===== src/rtl/maxpool_seq.sv =====
// -----------------------------------------------------------------------------
// maxpool_seq
//
// Sequential max-pooling stage for the garbled ReLU pipeline. Each valid
// cycle it reconstructs one value from the evaluator share and the garbler
// mask (v = r_in + e_input mod 2^N). It keeps an unsigned running maximum over
// a window of K valid inputs. When the window completes, it emits the maximum
// remasked with the garbler's fresh output mask r_out, so the evaluator only
// ever sees masked data.
//
// Optional feature macro: MAXPOOL_ARGMAX_EN
//   When defined, adds output o_idx, which is the in-window position of the
//   selected maximum. Ties resolve to the lowest index.
//
// Ports:
//   clk       clock
//   rst       asynchronous active-high reset
//   in_valid  qualifies g_input / e_input this cycle
//   g_input   garbler masks {r_in, r_out}, each N bits
//   e_input   evaluator share relu(x) - r_in
//   o         window max + r_out (mod 2^N), held until the next window
//   o_valid   one-cycle pulse when o carries a new result
//   o_idx     (MAXPOOL_ARGMAX_EN only) position of the max inside the window
// -----------------------------------------------------------------------------
module maxpool_seq #(
  parameter  int N  = 32,
  parameter  int K  = 4,
  localparam int CW = $clog2(K)
) (
  input  logic           clk,
  input  logic           rst,
  input  logic           in_valid,
  input  logic [2*N-1:0] g_input,
  input  logic [N-1:0]   e_input,
  output logic [N-1:0]   o,
  output logic           o_valid
`ifdef MAXPOOL_ARGMAX_EN
  ,
  output logic [CW-1:0]  o_idx
`endif
);

  logic [CW-1:0] cnt_r;
  logic [N-1:0]  max_r;

  logic [N-1:0]  r_in_s;
  logic [N-1:0]  r_out_s;
  logic [N-1:0]  v_s;
  logic          win_start_s;
  logic          win_last_s;
  logic          greater_s;
  logic [N-1:0]  max_next_s;

`ifdef MAXPOOL_ARGMAX_EN
  logic [CW-1:0] idx_r;
  logic [CW-1:0] idx_next_s;
`endif

  // Reconstruct the plaintext value and compute the updated window maximum.
  always_comb begin
    r_in_s      = g_input[2*N-1:N];
    r_out_s     = g_input[N-1:0];
    v_s         = r_in_s + e_input;
    win_start_s = (cnt_r == CW'(0));
    win_last_s  = (cnt_r == CW'(K-1));
    // Strict compare keeps the earlier element on a tie.
    greater_s   = (v_s > max_r);
    // At window start the previous window's max is discarded outright.
    max_next_s  = (win_start_s || greater_s) ? v_s : max_r;
`ifdef MAXPOOL_ARGMAX_EN
    idx_next_s  = win_start_s ? CW'(0) : (greater_s ? cnt_r : idx_r);
`endif
  end

  // Window counter, running maximum and registered output.
  always_ff @(posedge clk or posedge rst) begin
    if (rst) begin
      cnt_r   <= CW'(0);
      max_r   <= N'(0);
      o       <= N'(0);
      o_valid <= 1'b0;
`ifdef MAXPOOL_ARGMAX_EN
      idx_r   <= CW'(0);
      o_idx   <= CW'(0);
`endif
    end else if (in_valid) begin
      max_r <= max_next_s;
`ifdef MAXPOOL_ARGMAX_EN
      idx_r <= idx_next_s;
`endif
      if (win_last_s) begin
        // Only the last element's r_out masks the result.
        o       <= max_next_s + r_out_s;
        o_valid <= 1'b1;
        cnt_r   <= CW'(0);
`ifdef MAXPOOL_ARGMAX_EN
        o_idx   <= idx_next_s;
`endif
      end else begin
        o_valid <= 1'b0;
        cnt_r   <= cnt_r + CW'(1);
      end
    end else begin
      o_valid <= 1'b0;
    end
  end

endmodule


===== config.mk =====
export PLATFORM = sky130hd
export DESIGN_NAME = maxpool_seq
export DESIGN_NICKNAME = d
export VERILOG_FILES = /design/src/rtl/maxpool_seq.sv
export SDC_FILE = /design/constraint.sdc
export NUM_CORES = 1
export LEC_CHECK = 0
export ABC_AREA = 1
export BUFFER_PORTS_ARGS = -buffer_cell sky130_fd_sc_hd__buf_4
export CAP_MARGIN = 20
export CELL_PAD_IN_SITES_DETAIL_PLACEMENT = 1
export CELL_PAD_IN_SITES_GLOBAL_PLACEMENT = 2
export CORE_MARGIN = 10
export CORE_UTILIZATION = 28
export DETAILED_ROUTE_END_ITERATION = 8
export PLACE_DENSITY = 0.76
export REMOVE_ABC_BUFFERS = 1
export SYNTH_ARGS = -nofsm -noshare
export SYNTH_HDL_FRONTEND = slang
export SYNTH_SLANG_ARGS = --single-unit
export TNS_END_PERCENT = 30

===== constraint.sdc =====
create_clock -name clk -period 3.2 [get_ports clk]
set_input_delay 0.32 -clock clk [delete_from_list [all_inputs] [get_ports clk]]
set_output_delay 0.32 -clock clk [all_outputs]
set_load 0.02 [all_outputs]

Yosys cells after proc, flatten, opt, wreduce, memory -nomap -nowiden
Index checks and enable logic that the tools add are counted.
{"block": "op_classes", "n_eq_ne": 1, "addsub": 3, "n_mux": 4, "n_lt_le_gt_ge": 1, "n_reduce_logical": 3}
{"operator": "$add 32x32->32", "count": 2}
{"operator": "$gt 32x32->1", "count": 1}
{"operator": "$mux 32", "count": 1}
{"operator": "$add 2x1->2 const B", "count": 1}
{"operator": "$eq 2x2->1 const B", "count": 1}
{"operator": "$logic_not 2->1", "count": 1}
{"operator": "$mux 1", "count": 2}
{"operator": "$mux 2", "count": 1}
{"operator": "$reduce_and 2->1", "count": 1}
{"operator": "$logic_or 1x1->1", "count": 1}
{"block": "totals", "inputBits": 99, "wordCells": 16, "register_bits": 67, "output_inout_bits": 33}

Longest topological paths before layout
{"block": "depth", "depth_word": 5, "depth_mapped": 42, "mapped_depth_nobuf": 41}

Worst setup path after synthesis
No wires, ideal clock.
{"block": "synth_path", "kind": "input -> register", "from": "input port g_input[32]", "to": "register o[18]", "required_time_ps": 3118, "n_path_buf": 1, "slack_ps": -1746, "stages": 39, "arrival_time_ps": 4864, "setup_time_ps": 82, "cell_sequence": "ha_1 inv_1 fa_1 inv_1 nand3_1 nand2_1 nand2_1 nand2_2 a21oi_1 o21ai_2 nand3_1 nand2_1 xnor2_1 inv_1 ha_1 nand2_1 nor2_2 nand3b_1 [3 not listed] nand2_2 nand2_4 buf_4 nand2_1 o21ai_2 ha_1 inv_1 fa_1 inv_1 nand2_1 o21ai_0 inv_1 o21ai_0 a21oi_1 nor2_1 nor2_1 or2_2 a31oi_1"}
{"block": "synth_between", "elab_chain_len": 5}
{"item": "start: declaration", "line": "33", "source": "input logic [2*N-1:0] g_input,"}
{"item": "$add 32x32->32 *", "line": "63", "source": "v_s = r_in_s + e_input;"}
{"item": "$gt 32x32->1", "line": "67", "source": "greater_s = (v_s > max_r);"}
{"item": "$logic_or 1x1->1", "line": "69", "source": "max_next_s = (win_start_s || greater_s) ? v_s : max_r;"}
{"item": "$mux 32 *", "line": "69"}
{"item": "net max_next_s[0]", "line": "52", "source": "logic [N-1:0] max_next_s;"}
{"item": "$add 32x32->32 *", "line": "93", "source": "o <= max_next_s + r_out_s;"}
{"item": "end signal: assignment", "line": "93"}
{"item": "end: declaration", "line": "35", "source": "output logic [N-1:0] o,"}
Mark *: on every way through the listed nets, which the timed path passes. The rest lies on a longest branch.
A chain may end at the register's enable or synchronous reset.

Worst setup path after layout
{"block": "layout_path", "from": "input port e_input[0]", "to": "register o[18]"}
{"block": "layout_between", "elab_chain_len": 5}
{"item": "start: declaration", "line": "34", "source": "input logic [N-1:0] e_input,"}
{"item": "$add 32x32->32 *", "line": "63"}
{"item": "$gt 32x32->1", "line": "67"}
{"item": "$logic_or 1x1->1", "line": "69"}
{"item": "$mux 32 *", "line": "69"}
{"item": "net max_next_s[0]", "line": "52"}
{"item": "$add 32x32->32 *", "line": "93"}
Marks and branches as above.

==> impl_results.md <==
* Seq cells post-synth at 67
* I/O pins at 132
* PortBufs at 131
* Measured slew at the worst slew-check pin at 941.4 ps
* Final WL at 30690 µm
* Top Metal Used: met4
* Final core occ at 47.68%
* Max-capacitance violation count at 0
* CTS clock-pin slew for the worst setup and hold paths at 60 ps
* Commonest non-fill, non-tap cell in the layout: buf_4
* R2R setup slack at -580 ps
* Via-to-Cell Ratio at 4.686
* Slowest cell on crit path: fa_2
* Clock Latency Late Sink at 360 ps
* Fin. Hold Viols at 0
* Critical path class: in2reg
* Reg2reg path depth at 27
* Wire length on met1 at 13910 µm
* CP startpoint kind: input pin
* Fin. max-slew vios at 0
* Crit end category: flip-flop
* Gate Count Post-Synth at 1133
* FFs w/ async S/R, synth at 100.0%
* Worst endpoint data arrival time at 5130 ps
* Largest net degree at the start of global routing at 68
* Worst Slack Setup Final at -1701 ps
* Initial antenna violation count at 0
* Worst VDD drop at 0.3696 mV
* Setup Viol. Count Final at 64
* Mapped Avg Cell Area at 6.690 µm²
* Avg WL per Cell at 16.06 µm
* DRC at 0
* Data required, critical path at 3430 ps
* Status: finished with violations
* EDFF count, synth at 0
* Max Fclk at 0.2040 GHz
* Post-route antenna net violation count at 0
* Core area at 0.02680 mm²
* CTS sink cnt at 67
* LEAKAGE at 6.533 nW
* Initial drt markers at 313
* Hpwl dp at 23790 µm
* Routed length on met2 at 15160 µm
* Post-synth top area share at 22.12%
* Layout cells sized above 1 at 44.84%
* Synth-to-Final Area Change at 68.59%
* Fin crit share at 153.2%
* Metal3 WL at 975 µm
* Clock Skew at 11.10 ps
* Starting Density at 28.28%
* GPL Wtd Cong at 0.8572
* # fillers at 3333
* Final instance count without filler cells at 1911
* Slew headroom at 37.24%
* Congestion Overflow GR at 0
* Synth Cell Area at 0.007580 mm²
* Pwr Density at 1088 mW/mm²
* Reg-to-Reg End: o[18]
* Tot GR Track Use at 17.72%
* Syn. warnings at 0
* Critical path's largest stage delay at 370 ps
* RSZ-0062 raised after global routing: true
* Num CTS Buffers at 9
* First-pass DRT Iterations at 4
* DR vias at 8954
* Seq/Total Area, Yosys at 22.12%
* Synth cell types at 46
* Nets at 1764
* Period minus WS final at 4901 ps
* Crit path max fanout at 8
* Die Width at 184.5 µm
* CTS tree: done
* Synth top area cells: dfrtp_1 22%, ha_1 16%, nand2_1 15%, inv_1 7.9%, a21oi_1 5.7%
* Hold Path Class: in2async
* Cell taking the most area after synthesis: dfrtp_1
* Most used DFF post-synth: dfrtp_1
* Root Buffer: clkbuf_16
* Num rows at 60
* Longest Clk Path Bufs at 2
* Pre-CTS WS at -2553 ps
* Commonest non-fill, non-tap cells in the layout: 413 x buf_4, 261 x nand2_1, 149 x inv_1, 85 x nor2_1, 74 x ha_1
* Hold_buf cts at 0
* N_diodes at 0
* Die height at 184.5 µm
* First-pass GRT wire length at 48740 µm
* Reg2reg start: max_r[27]
* Failing checks: setup timing
* Placed insts at 1847
* Vias in the first global route at 9782
* Die area at 0.03405 mm²
* H-tree levels at 3
-- Yosys cell counts, types with 4 or more instances --
master,number
nand2_1,304
inv_1,160
ha_1,98
nor2_1,93
a21oi_1,86
o21ai_0,71
dfrtp_1,67
nand3_1,52
o21ai_2,29
a31oi_1,19
xor2_1,19
nor3_1,13
or2_2,13
a21o_1,11
nand2_2,11
xnor2_1,10
clkbuf_1,9
o21a_1,9
nand4_1,7
nand3b_1,5
buf_6,4
o21ai_1,4
-- layer usage --
layer,up-vias,GRT usage [%]
li1,4561,-
met1,4230,21.77
met2,136,31.41
met3,27,2.756
met4,0,4.392
met5,-,0
-- cells by family (layout without fill, tap and decap cells) --
| logic type | count (synthesis) | in the layout | share of synthesized area [%] |
|---|---|---|---|
| xor+xnor | 33 | 33 | 4.209 |
| fa+ha+maj | 100 | 100 | 16.71 |
| simple gates | 507 | 507 | 28.00 |
| compound gates | 245 | 245 | 19.48 |
| flops | 67 | 67 | 22.12 |
| buf+inv | 181 | 618 | 9.491 |
-- metrics by stage --
| stage | hold slack, ps | area [µm²] | setup TNS (ps) | power (mW) |
|---|---|---|---|---|
| 2_1_floorplan | 416.4 | 7472 | -64730 | 5.864 |
| 6_report | 258.7 | 12780 | -54850 | 13.91 |
| 3_3_place_gp | 462.0 | 10860 | -83100 | 9.734 |
| 3_5_place_dp | 471.1 | 10860 | -91260 | 10.01 |
| 5_1_grt | 307.4 | 12780 | -75360 | 15.08 |
| 4_1_cts | 290.1 | 12050 | -57010 | 12.60 |
-- what timing repair did --
item | 4_1_cts | 5_1_grt
hold endpoints to repair | 0 | 0
endpoints found under the setup margin | 64 | 64
pin swaps | 49 | 64
gates resized for setup | 168 | 132
gates cloned | 0 | 1
setup buffers | 33 | 18
-- state kept, by name, summed over array words and instances (netlist names) --
register  count
o_valid       1
cnt_r         2
o            32
max_r        32
-- worst max path at each step --
stage                startpoint  endpoint  slack, ps
finish               e_input[0]     o[18]      -1700
global route         e_input[0]     o[18]      -2080
CTS                  e_input[0]     o[18]      -1770
detailed placement  g_input[32]     o[25]      -2550
global placement    g_input[32]     o[25]      -2420
floorplan           g_input[32]     o[18]      -2060
-- area by class of cell --
type / count / area, µm² / share of cell area [%]
clock inverters: 5 / 52.55 / 0.4112
well taps: 341 / 426.7 / 3.339
repair buffers: 439 / 3458 / 27.06
inverters: 163 / 616.8 / 4.827
flip-flops and latches: 67 / 1677 / 13.12
clock buffers: 11 / 242.7 / 1.900
multi-input cells: 885 / 6305 / 49.34
-- worst max-delay path: cells and delay by family --
kind	cells	cell delay, ps
buffers and inverters	16	1680
adder cells (fa/ha/maj)	5	1160
AND/OR/NAND/NOR	16	1170
XOR/XNOR	1	270
AO/OA/AOI/OAI	5	560
-- power breakdown --
part / internal (mW) / leakage (nW) / switching [mW]
Sequential: 1.25 / 0.813 / 0.192
Clock: 0.621 / 0.145 / 0.427
Combinational: 5.49 / 5.57 / 5.92
(Power assumes the default switching activity.)
